## src/rtl/uart_receiver_fsm.sv

```systemverilog
// UART receiver: 2-flop input synchronizer plus an oversampling frame FSM
// that recovers start, 8 data bits (LSB first), parity and stop bits.
module uart_receiver_fsm #(
    parameter int OVS   = 16,
    parameter int CNT_W = 4
) (
    input  logic       clk,
    input  logic       rst_n,
    input  logic       ena,
    input  logic       baud_tick,
    input  logic       PbitEna,
    input  logic       Rxin,
    output logic [7:0] data_out,
    output logic       data_valid,
    output logic       parity_err,
    output logic       frame_err,
    output logic       Rxo
);

    typedef enum logic [2:0] {
        IDLE   = 3'd0,
        START  = 3'd1,
        DATA   = 3'd2,
        PARITY = 3'd3,
        STOP   = 3'd4,
        BREAK  = 3'd5
    } state_t;

    localparam logic [CNT_W-1:0] MID  = CNT_W'(OVS/2 - 1);
    localparam logic [CNT_W-1:0] LAST = CNT_W'(OVS - 1);

    state_t             state;
    logic               rx_m;
    logic               rx_s;
    logic [CNT_W-1:0]   tick_cnt;
    logic [2:0]         bit_cnt;
    logic [7:0]         shreg;
    logic               pbit_err;

    always_ff @(posedge clk or negedge rst_n) begin
        if (!rst_n) begin
            rx_m <= 1'b1;
            rx_s <= 1'b1;
        end else begin
            rx_m <= Rxin;
            rx_s <= rx_m;
        end
    end

    always_ff @(posedge clk or negedge rst_n) begin
        if (!rst_n) begin
            state      <= IDLE;
            tick_cnt   <= '0;
            bit_cnt    <= '0;
            shreg      <= '0;
            pbit_err   <= 1'b0;
            data_out   <= 8'h00;
            data_valid <= 1'b0;
            parity_err <= 1'b0;
            frame_err  <= 1'b0;
            Rxo        <= 1'b0;
        end else begin
            data_valid <= 1'b0;
            frame_err  <= 1'b0;
            Rxo        <= 1'b0;
            if (!ena) begin
                state    <= IDLE;
                tick_cnt <= '0;
                bit_cnt  <= '0;
            end else begin
                case (state)
                    IDLE: begin
                        if (!rx_s) begin
                            state    <= START;
                            tick_cnt <= '0;
                        end
                    end
                    // half-bit wait so later samples land on bit midpoints
                    START: begin
                        if (baud_tick) begin
                            if (tick_cnt == MID) begin
                                tick_cnt <= '0;
                                bit_cnt  <= '0;
                                state    <= rx_s ? IDLE : DATA;
                            end else begin
                                tick_cnt <= tick_cnt + 1'b1;
                            end
                        end
                    end
                    DATA: begin
                        if (baud_tick) begin
                            if (tick_cnt == LAST) begin
                                tick_cnt       <= '0;
                                shreg[bit_cnt] <= rx_s;
                                if (bit_cnt == 3'd7) begin
                                    state <= PARITY;
                                end else begin
                                    bit_cnt <= bit_cnt + 1'b1;
                                end
                            end else begin
                                tick_cnt <= tick_cnt + 1'b1;
                            end
                        end
                    end
                    PARITY: begin
                        if (baud_tick) begin
                            if (tick_cnt == LAST) begin
                                tick_cnt <= '0;
                                pbit_err <= rx_s != (PbitEna ? ^shreg : 1'b1);
                                state    <= STOP;
                            end else begin
                                tick_cnt <= tick_cnt + 1'b1;
                            end
                        end
                    end
                    STOP: begin
                        if (baud_tick) begin
                            if (tick_cnt == LAST) begin
                                tick_cnt <= '0;
                                if (rx_s) begin
                                    data_out   <= shreg;
                                    parity_err <= pbit_err;
                                    data_valid <= 1'b1;
                                    state      <= IDLE;
                                end else begin
                                    frame_err <= 1'b1;
                                    Rxo       <= 1'b1;
                                    state     <= BREAK;
                                end
                            end else begin
                                tick_cnt <= tick_cnt + 1'b1;
                            end
                        end
                    end
                    // held-low line must return high before a new start is accepted
                    BREAK: begin
                        if (baud_tick && rx_s) begin
                            state <= IDLE;
                        end
                    end
                    default: state <= IDLE;
                endcase
            end
        end
    end

endmodule
```

## config.mk

```make
export PLATFORM = sky130hd
export DESIGN_NAME = uart_receiver_fsm
export DESIGN_NICKNAME = d
export VERILOG_FILES = /design/src/rtl/uart_receiver_fsm.sv
export SDC_FILE = /design/constraint.sdc
export NUM_CORES = 1
export LEC_CHECK = 0
export BUFFER_PORTS_ARGS = -buffer_cell sky130_fd_sc_hd__buf_4
export CAP_MARGIN = 20
export CORE_MARGIN = 2
export CORE_UTILIZATION = 50
export DETAILED_ROUTE_END_ITERATION = 12
export PLACE_DENSITY = 0.74
export RECOVER_POWER = 100
export SLEW_MARGIN = 40
export SYNTH_ARGS = -nofsm -noshare
export SYNTH_HDL_FRONTEND = slang
export SYNTH_SLANG_ARGS = --single-unit
```

## constraint.sdc

```tcl
create_clock -name clk -period 3.93 [get_ports clk]
set_clock_uncertainty 0.05 [all_clocks]
set_input_delay 0.786 -clock clk [delete_from_list [all_inputs] [get_ports clk]]
set_output_delay 0.786 -clock clk [all_outputs]
set_load 0.05 [all_outputs]
```

==> results of run 1 <==
flip-flops by register name, summed over array words and instances (netlist names), 3 cells and up:
register  cells
data_out      8
shreg         8
tick_cnt      4
bit_cnt       3
state         3
stage by stage:
| step | worst slack (ns) | hold WS [ns] | std cells | instance area (sq um) |
|---|---|---|---|---|
| after global routing | 1.310 | 0.3211 | 225 | 1851 |
| final | 1.556 | 0.3119 | 225 | 1851 |
| after floorplan | 1.992 | 0.2952 | 162 | 1753 |
| after CTS | 1.899 | 0.3129 | 225 | 1953 |
| after detailed placement | 1.735 | 0.2991 | 217 | 1903 |
| after global placement | 1.775 | 0.2960 | 217 | 1903 |
layer usage:
| metal | track usage | wire (um) | vias up |
|---|---|---|---|
| met2 | 0.3178 | 1639 | 28 |
| met1 | 0.2093 | 1336 | 611 |
| met5 | 0 | 0 | - |
| met4 | 0.07337 | 51 | 0 |
| met3 | 0.03929 | 130 | 7 |
| li1 | - | - | 612 |
worst max-delay path, cell delays in order, from the launching register on:
cell	delay [ns]
dfrtp_1	0.40
ha_1	0.26
and4_1	0.32
nand2_1	0.14
nor3b_1	0.26
nand3b_1	0.41
mux2_2	0.42
cell families after synthesis:
| group | synth area share |
|---|---|
| muxes | 0.1271 |
| adders and majority gates | 0.02142 |
| xor gates and xnor gates | 0.03997 |
| AOI/OAI and AO/OA | 0.1221 |
| and+or+nand+nor | 0.2027 |
| buffers and inverters | 0.02855 |
| DFF | 0.4582 |
power by group through the flow:
stage	logic (mW)	clock network [mW]	registers, mW
2_1_floorplan	0.134	0	0.358
3_3_place_gp	0.125	0	0.391
3_5_place_dp	0.130	0	0.393
4_1_cts	0.131	0.183	0.386
5_1_grt	0.142	0.201	0.389
6_report	0.126	0.174	0.382
worst paths after layout:
path                             start          end  slack (ns)
hold / removal                    rx_m         rx_s        0.31
setup / recovery           tick_cnt[0]  data_out[0]        1.56
setup reg to reg           tick_cnt[0]  data_out[0]        1.56
min in group asynchronous        rst_n     shreg[2]        0.83
hold reg to reg                   rx_m         rx_s        0.31
max in group asynchronous        rst_n  data_out[5]        2.00
cell usage in the layout, fill, tap and decap left out, drive strengths merged, types with 2 or more instances in the layout:
cell	n
a32o	3
ha	3
nor3	2
inv	4
a21boi	2
xnor2	8
and3	2
nand2b	3
buf	3
o21a	2
mux2	18
a21oi	4
nor2	8
clkbuf	21
mux2i	2
nor2b	7
nor3b	4
nand3	7
nand2	15
o21ai	8
dfstp	2
a31oi	2
dfrtp	30
final cells by class:
class,count,share of cell area
clock buffers,7,0.02434
clock inverters,1,0.002705
inverters,4,0.008114
multi-input cells,118,0.4571
flip-flops and latches,32,0.4341
well taps,46,0.03110
repair buffers,17,0.04260
==> metrics.yaml, run 1 <==
grt:
  grt_start_max_net_pins: 33
  grt_pass1_vias: 1255
  antenna_found_initial: 0
  grt_first_pass_wirelength_um: 5575
  grt_overflow: 0
  grt_use_total: 0.1792
cts:
  cts.sinks: 32
  clockBufferDepth: 2
  htree_levels: 2
  cts_tree: "built"
  cts_setup_buffers: 0
  cts-buffers-inserted: 5
  clock_latency_ns: 0.33
  clock-root-buffer: "clkbuf_4"
  hold_buffers: 0
  post_cts_resized: 0
  path_clk_slew_ns: 0.09
min_path:
  hold_path.class: "reg2reg"
  whs_path_depth: 0
timing:
  finalHoldViolCount: 0
  fin_crit_ns: 2.374
  fin_crit_sh: 0.6040
  rsz0062_at_grt: "no"
  worst_pin_slew_ns: 1.706
  drv_slew: 33
  slew_headroom: -0.1372
  final-setup-viol-count: 0
  fmax_mhz: 421.3
  fin_tns_setup_ns: 0
power:
  pwr-share-clk: 0.256
  p_per_area_mw_per_mm2: 368.4
  p_total_mw: 0.6818
  switchingPower_mw: 0.2083
  power_frac_comb: 0.185
  p_sw_frac: 0.3055
  vdd_drop_max_mv: 0.2388
  p_leak_nw: 0.8175
  pwr-share-seq: 0.560
  cell_internal_pwr_mw: 0.4735
routing:
  via_per_inst: 5.591
  wl_per_cell_um: 14.03
  routed-via-count: 1258
  drt_iter0_drc: 23
  drtAntennaViolNets: 0
  detail_route.wirelength_um: 3157
  drt-pass1-iter-count: 4
  drc_errors: 0
worst_setup_path:
  cp.arrival_ns: 2.54
  crit_fanout: 9
  worstPathRequired_ns: 4.10
  path_class: "reg2reg"
  reg2regPathDepth: 6
  cp-start-kind: "register"
  cp-end-kind: "register"
synthesis:
  synthArstFlopShare: 1.000
  yosysMostFrequentCell: "dfrtp_1"
  synth_nets: 171
  synth-edff-count: 0
  synth_area_leader_cell: "dfrtp_1"
  synth_area_sq_mm: 0.001753
  yosysWarnings: 0
  synth_cells: 162
  synthTopCellsByCount: "30 x dfrtp_1, 18 x mux2_2, 14 x nand2_1"
  synth_top_area_share: 0.4283
  synth.area.top_cells: "dfrtp_1 43%, mux2_2 12%, xnor2_1 4.0%"
  ys_ff_latch: 32
  synth_ff_type: "dfrtp_1"
  synth_cell_types: 44
  yosysSeqAreaShare: 0.4582
  avgSynthCellArea_sq_um: 10.82
die:
  core_area_sq_mm: 0.003363
  row_count: 21
  die_h_um: 63.21
  ios: 18
  dieWidth_um: 63.21
  initial_utilization: 0.5212
  die_area_sq_mm: 0.003996
place:
  dp.final_hpwl_um: 2301
  io_buffer_count: 17
  place_congestion: 0.8907
finish:
  final_layout_size_suffix_gt1_frac: 0.1788
  area_growth_pct: 5.567
  fillers: 346
  antenna_cells: 0
  nets: 187
  multi_input_area_sq_um: 845.8
  fin_util: 0.5502
  seq_area_sq_um: 803.3
job:
  max_cap_viol_count: 1
status:
  outcome: "finished with violations"
  violations: "capacitance limit, slew limit"
(Power assumes the default switching activity.)
==> inputs of run 2 (changes only) <==
- clock period: 3.93 -> 2.3 ns (I/O delays scaled with it)
==> metrics.yaml, run 2 (same netlist as run 1, synthesis figures left out) <==
status:
  outcome: "completed"
min_path:
  holdPathEnd: "rx_m"
  min_from: "Rxin"
  hold_path.class: "in2reg"
  whs_path_depth: 1
timing:
  finalHoldViolCount: 0
  fmax_mhz: 497.0
  layout_setup_ws_ns: 0.2877
  slew_headroom: 0.4817
  worst_pin_slew_ns: 0.7775
  fin_crit_ns: 2.012
  drv_slew: 0
  fin_tns_setup_ns: 0
  final-setup-viol-count: 0
  rsz0062_at_grt: "no"
  fin_crit_sh: 0.8749
worst_setup_path:
  rrSetupSlack_ns: 0.29
  cp.depth: 6
  cp_num_buf_inv: 0
  cp.arrival_ns: 2.18
  crit_chain: "ha_1 -> and4_1 -> nand2_4 -> nor3b_4 -> nand3b_4 -> mux2_2"
  crit_fanout: 9
  slowest_stage: "dfrtp_1"
  cp-end-kind: "register"
  r2r_end: "data_out[1]"
  cp-startpoint: "tick_cnt[0]"
  r2r-start: "tick_cnt[0]"
  reg2regPathDepth: 6
  worstPathRequired_ns: 2.47
  critPathTopFamily: "simple AND/OR/NAND/NOR gates"
  cp-start-kind: "register"
  slowest_delay_ns: 0.39
  path_class: "reg2reg"
job:
  max_cap_viol_count: 0
cts:
  clockBufferDepth: 2
  cts-buffers-inserted: 5
  cts.sinks: 32
  cts_setup_buffers: 0
  hold_buffers: 1
  post_cts_resized: 0
  clock_latency_ns: 0.33
  path_clk_slew_ns: 0.09
  cts_tree: "built"
  htree_levels: 2
  clock-root-buffer: "clkbuf_4"
routing:
  wl_per_cell_um: 13.58
  via_per_inst: 5.507
  wl_met2_um: 1484
  drt_iter0_drc: 30
  wl_met3_um: 144
  highest_layer: "met4"
  drc_errors: 0
  routed-via-count: 1261
  drtAntennaViolNets: 0
  detail_route.wirelength_um: 3109
  drt-pass1-iter-count: 4
  wl_met1_um: 1420
place:
  dpl_worst_slack_ns: 0.3458
  io_buffer_count: 17
  dp.final_hpwl_um: 2253
  post-place-cells: 220
  place_congestion: 0.8336
finish:
  largestRegisters: "data_out: 8 flops, shreg: 8 flops, tick_cnt: 4 flops"
  instances_no_fill: 229
  nets: 191
  fin_util: 0.5755
  final_common_cell: "dfrtp_1"
  area_growth_pct: 10.42
  final_cell_mix: "30 x dfrtp_1, 18 x mux2_2, 14 x nand2_1, 14 x clkbuf_1"
  antenna_cells: 0
  final_layout_size_suffix_gt1_frac: 0.2240
  fillers: 318
grt:
  grt_overflow: 0
  antenna_found_initial: 0
  grt_pass1_vias: 1249
  grt_use_total: 0.1796
  grt_start_max_net_pins: 33
  grt_first_pass_wirelength_um: 5533
power:
  p_leak_nw: 0.8832
  p_per_area_mw_per_mm2: 618.6
  vdd_drop_max_mv: 0.3727
die:
  initial_utilization: 0.5212
  die_h_um: 63.21
  dieWidth_um: 63.21
  core_area_sq_mm: 0.003363
  ios: 18
  die_area_sq_mm: 0.003996
  row_count: 21
-- run 2: area by class of cell --
cell class	instances	area (sq um)	share of cell area
inverter	4	15.01	0.007757
tap	46	57.56	0.02973
timing repair buffer	21	112.6	0.05818
clock buffer	7	45.04	0.02327
clock inverter	1	5.005	0.002586
sequential	32	803.3	0.4150
multi-input combinational	118	897.1	0.4635
-- run 2: worst max-delay path by stage --
| stage | end | slack [ns] |
|---|---|---|
| floorplan | data_out[0] | 0.54 |
| global placement | data_out[1] | 0.40 |
| detailed placement | data_out[1] | 0.35 |
| CTS | data_out[1] | 0.34 |
| global route | data_out[6] | 0.16 |
| finish | data_out[1] | 0.29 |
-- run 2: per-layer routing --
metal / global-route usage / up-vias
li1: - / 620
met1: 0.2186 / 607
met2: 0.2846 / 27
met3: 0.06786 / 7
met4: 0.07880 / 0
met5: 0 / -
-- run 2: stage by stage --
step / hold slack [ns] / cell area [sq um] / power (mW)
finish: 0.1816 / 1936 / 1.197
global route: 0.1421 / 1936 / 1.286
CTS: 0.1646 / 1986 / 1.216
detailed placement: 0.2985 / 1926 / 0.9093
global placement: 0.2968 / 1926 / 0.9022
floorplan: 0.1144 / 1753 / 0.8408
-- run 2: worst register-to-register path: stages (launching register included) --
cell and delay [ns]:
dfrtp_1 0.39, ha_1 0.26, and4_1 0.36, nand2_4 0.11
nor3b_4 0.23, nand3b_4 0.19, mux2_2 0.33
-- run 2: where the power goes --
group          total (mW)  internal, mW  switching [mW]  leakage, nW
Sequential          0.641         0.586          0.0554        0.438
Combinational       0.259         0.123           0.136        0.416
Clock               0.297         0.119           0.178       0.0293
==> inputs of run 3 (changes only) <==
==> constraint.sdc (replaced) <==
create_clock -name clk -period 2.3 [get_ports clk]
set_clock_uncertainty 0.05 [all_clocks]
set_input_delay 0.23 -clock clk [delete_from_list [all_inputs] [get_ports clk]]
set_output_delay 0.23 -clock clk [all_outputs]
set_load 0.05 [all_outputs]
==> metrics.yaml, run 3 (same netlist as run 1, synthesis figures left out) <==
status:
  outcome: "completed"
finish:
  final_layout_size_suffix_gt1_frac: 0.2228
  nets: 192
  final_cell_mix: "30 x dfrtp_1, 18 x mux2_2, 14 x nand2_1, 14 x clkbuf_1"
  area_growth_pct: 10.99
  final_area_sq_mm: 0.001946
  antenna_cells: 0
  largestRegisters: "data_out: 8 flops, shreg: 8 flops, tick_cnt: 4 flops"
  final_common_cell: "dfrtp_1"
  instances_no_fill: 230
worst_setup_path:
  cp.arrival_ns: 2.19
  path_class: "reg2reg"
  crit_fanout: 9
  cp-start-kind: "register"
  worstPathRequired_ns: 2.47
  cp-end-kind: "register"
routing:
  drt-pass1-iter-count: 4
  drtAntennaViolNets: 0
  via_per_inst: 5.496
  drt_iter0_drc: 43
  drc_errors: 0
  detail_route.wirelength_um: 3116
  wl_per_cell_um: 13.55
  routed-via-count: 1264
cts:
  cts_setup_buffers: 0
  clockBufferDepth: 2
  cts-buffers-inserted: 5
  path_clk_slew_ns: 0.09
  clock-root-buffer: "clkbuf_4"
  cts_tree: "built"
  clock_latency_ns: 0.33
  htree_levels: 2
  cts.sinks: 32
place:
  place_congestion: 0.8336
  dpl_cell_area_sq_mm: 0.001926
  post-place-cells: 220
  dp.final_hpwl_um: 2253
  io_buffer_count: 17
grt:
  grt_overflow: 0
  grt_pass1_vias: 1249
  grt_first_pass_wirelength_um: 5533
  antenna_found_initial: 0
  grt_use_total: 0.1796
  grt_start_max_net_pins: 33
timing:
  fin_crit_ns: 2.015
  fin_crit_sh: 0.8760
  finalHoldViolCount: 0
  worst_pin_slew_ns: 0.7770
  final-setup-viol-count: 0
  hold_ws_ns: 0.1138
  fmax_mhz: 496.3
  rsz0062_at_grt: "no"
  slew_headroom: 0.4820
  fin_tns_setup_ns: 0
  drv_slew: 0
die:
  die_h_um: 63.21
  dieWidth_um: 63.21
  row_count: 21
  initial_utilization: 0.5212
  ios: 18
  core_area_sq_mm: 0.003363
  die_area_sq_mm: 0.003996
power:
  p_leak_nw: 0.8874
  p_per_area_mw_per_mm2: 616.5
  vdd_drop_max_mv: 0.3733
  p_total_mw: 1.200
min_path:
  hold_path.class: "in2reg"
job:
  max_cap_viol_count: 0
==> run 3: cell count changes in the layout (fill, tap and decap cells not counted) <==
cell / delta
dlygate4sd3_1: +1
==> run 3: critical path: stages (launching register included) <==
cell,delay (ns)
dfrtp_1,0.39
ha_1,0.26
and4_1,0.36
nand2_4,0.11
nor3b_4,0.23
nand3b_4,0.19
mux2_2,0.32
==> run 3: routing by layer <==
layer	up-vias	track usage	routed length, um
li1	622	-	-
met1	608	0.2186	1422
met2	27	0.2846	1490
met3	7	0.06786	143
met4	0	0.07880	59
met5	-	0	0
==> run 3: path summary, 6_finish.rpt <==
| check | start | endpoint | slack [ns] | cells after the start |
|---|---|---|---|---|
| max in group asynchronous | rst_n | tick_cnt[0] | 1.25 | 2 |
| worst min register to register | rx_m | rx_s | 0.31 | 0 |
| worst max-delay path | tick_cnt[0] | data_out[1] | 0.29 | 6 |
| min in group asynchronous | rst_n | shreg[2] | 0.45 | 2 |
| worst max register to register | tick_cnt[0] | data_out[1] | 0.29 | 6 |
| worst min-delay path | PbitEna | pbit_err | 0.11 | 2 |
==> run 3: stage by stage <==
stage	worst slack (ns)	util
2_1_floorplan	0.5404	-
3_5_place_dp	0.3458	0.5725
5_1_grt	0.1594	0.5785
6_report	0.2851	0.5785
4_1_cts	0.3377	0.5934
3_3_place_gp	0.4032	0.5725
==> run 3: what timing repair did <==
action / in CTS / in global routing
resized for setup: 0 / 0
hold endpoints to repair: 31 / 0
hold buffers: 2 / 0
==> run 3: cell type report <==
class	count	area, sq um
tap	46	57.56
inverter	4	15.01
sequential	32	803.3
multi-input combinational	118	897.1
clock buffer	7	45.04
timing repair buffer	22	122.6
clock inverter	1	5.005
fill	317	1418
==> run 3: power breakdown <==
group / switching (mW) / total (mW) / internal (mW) / leakage (nW)
Combinational: 0.136 / 0.260 / 0.124 / 0.420
Sequential: 0.0554 / 0.641 / 0.586 / 0.438
Clock: 0.179 / 0.298 / 0.119 / 0.0293
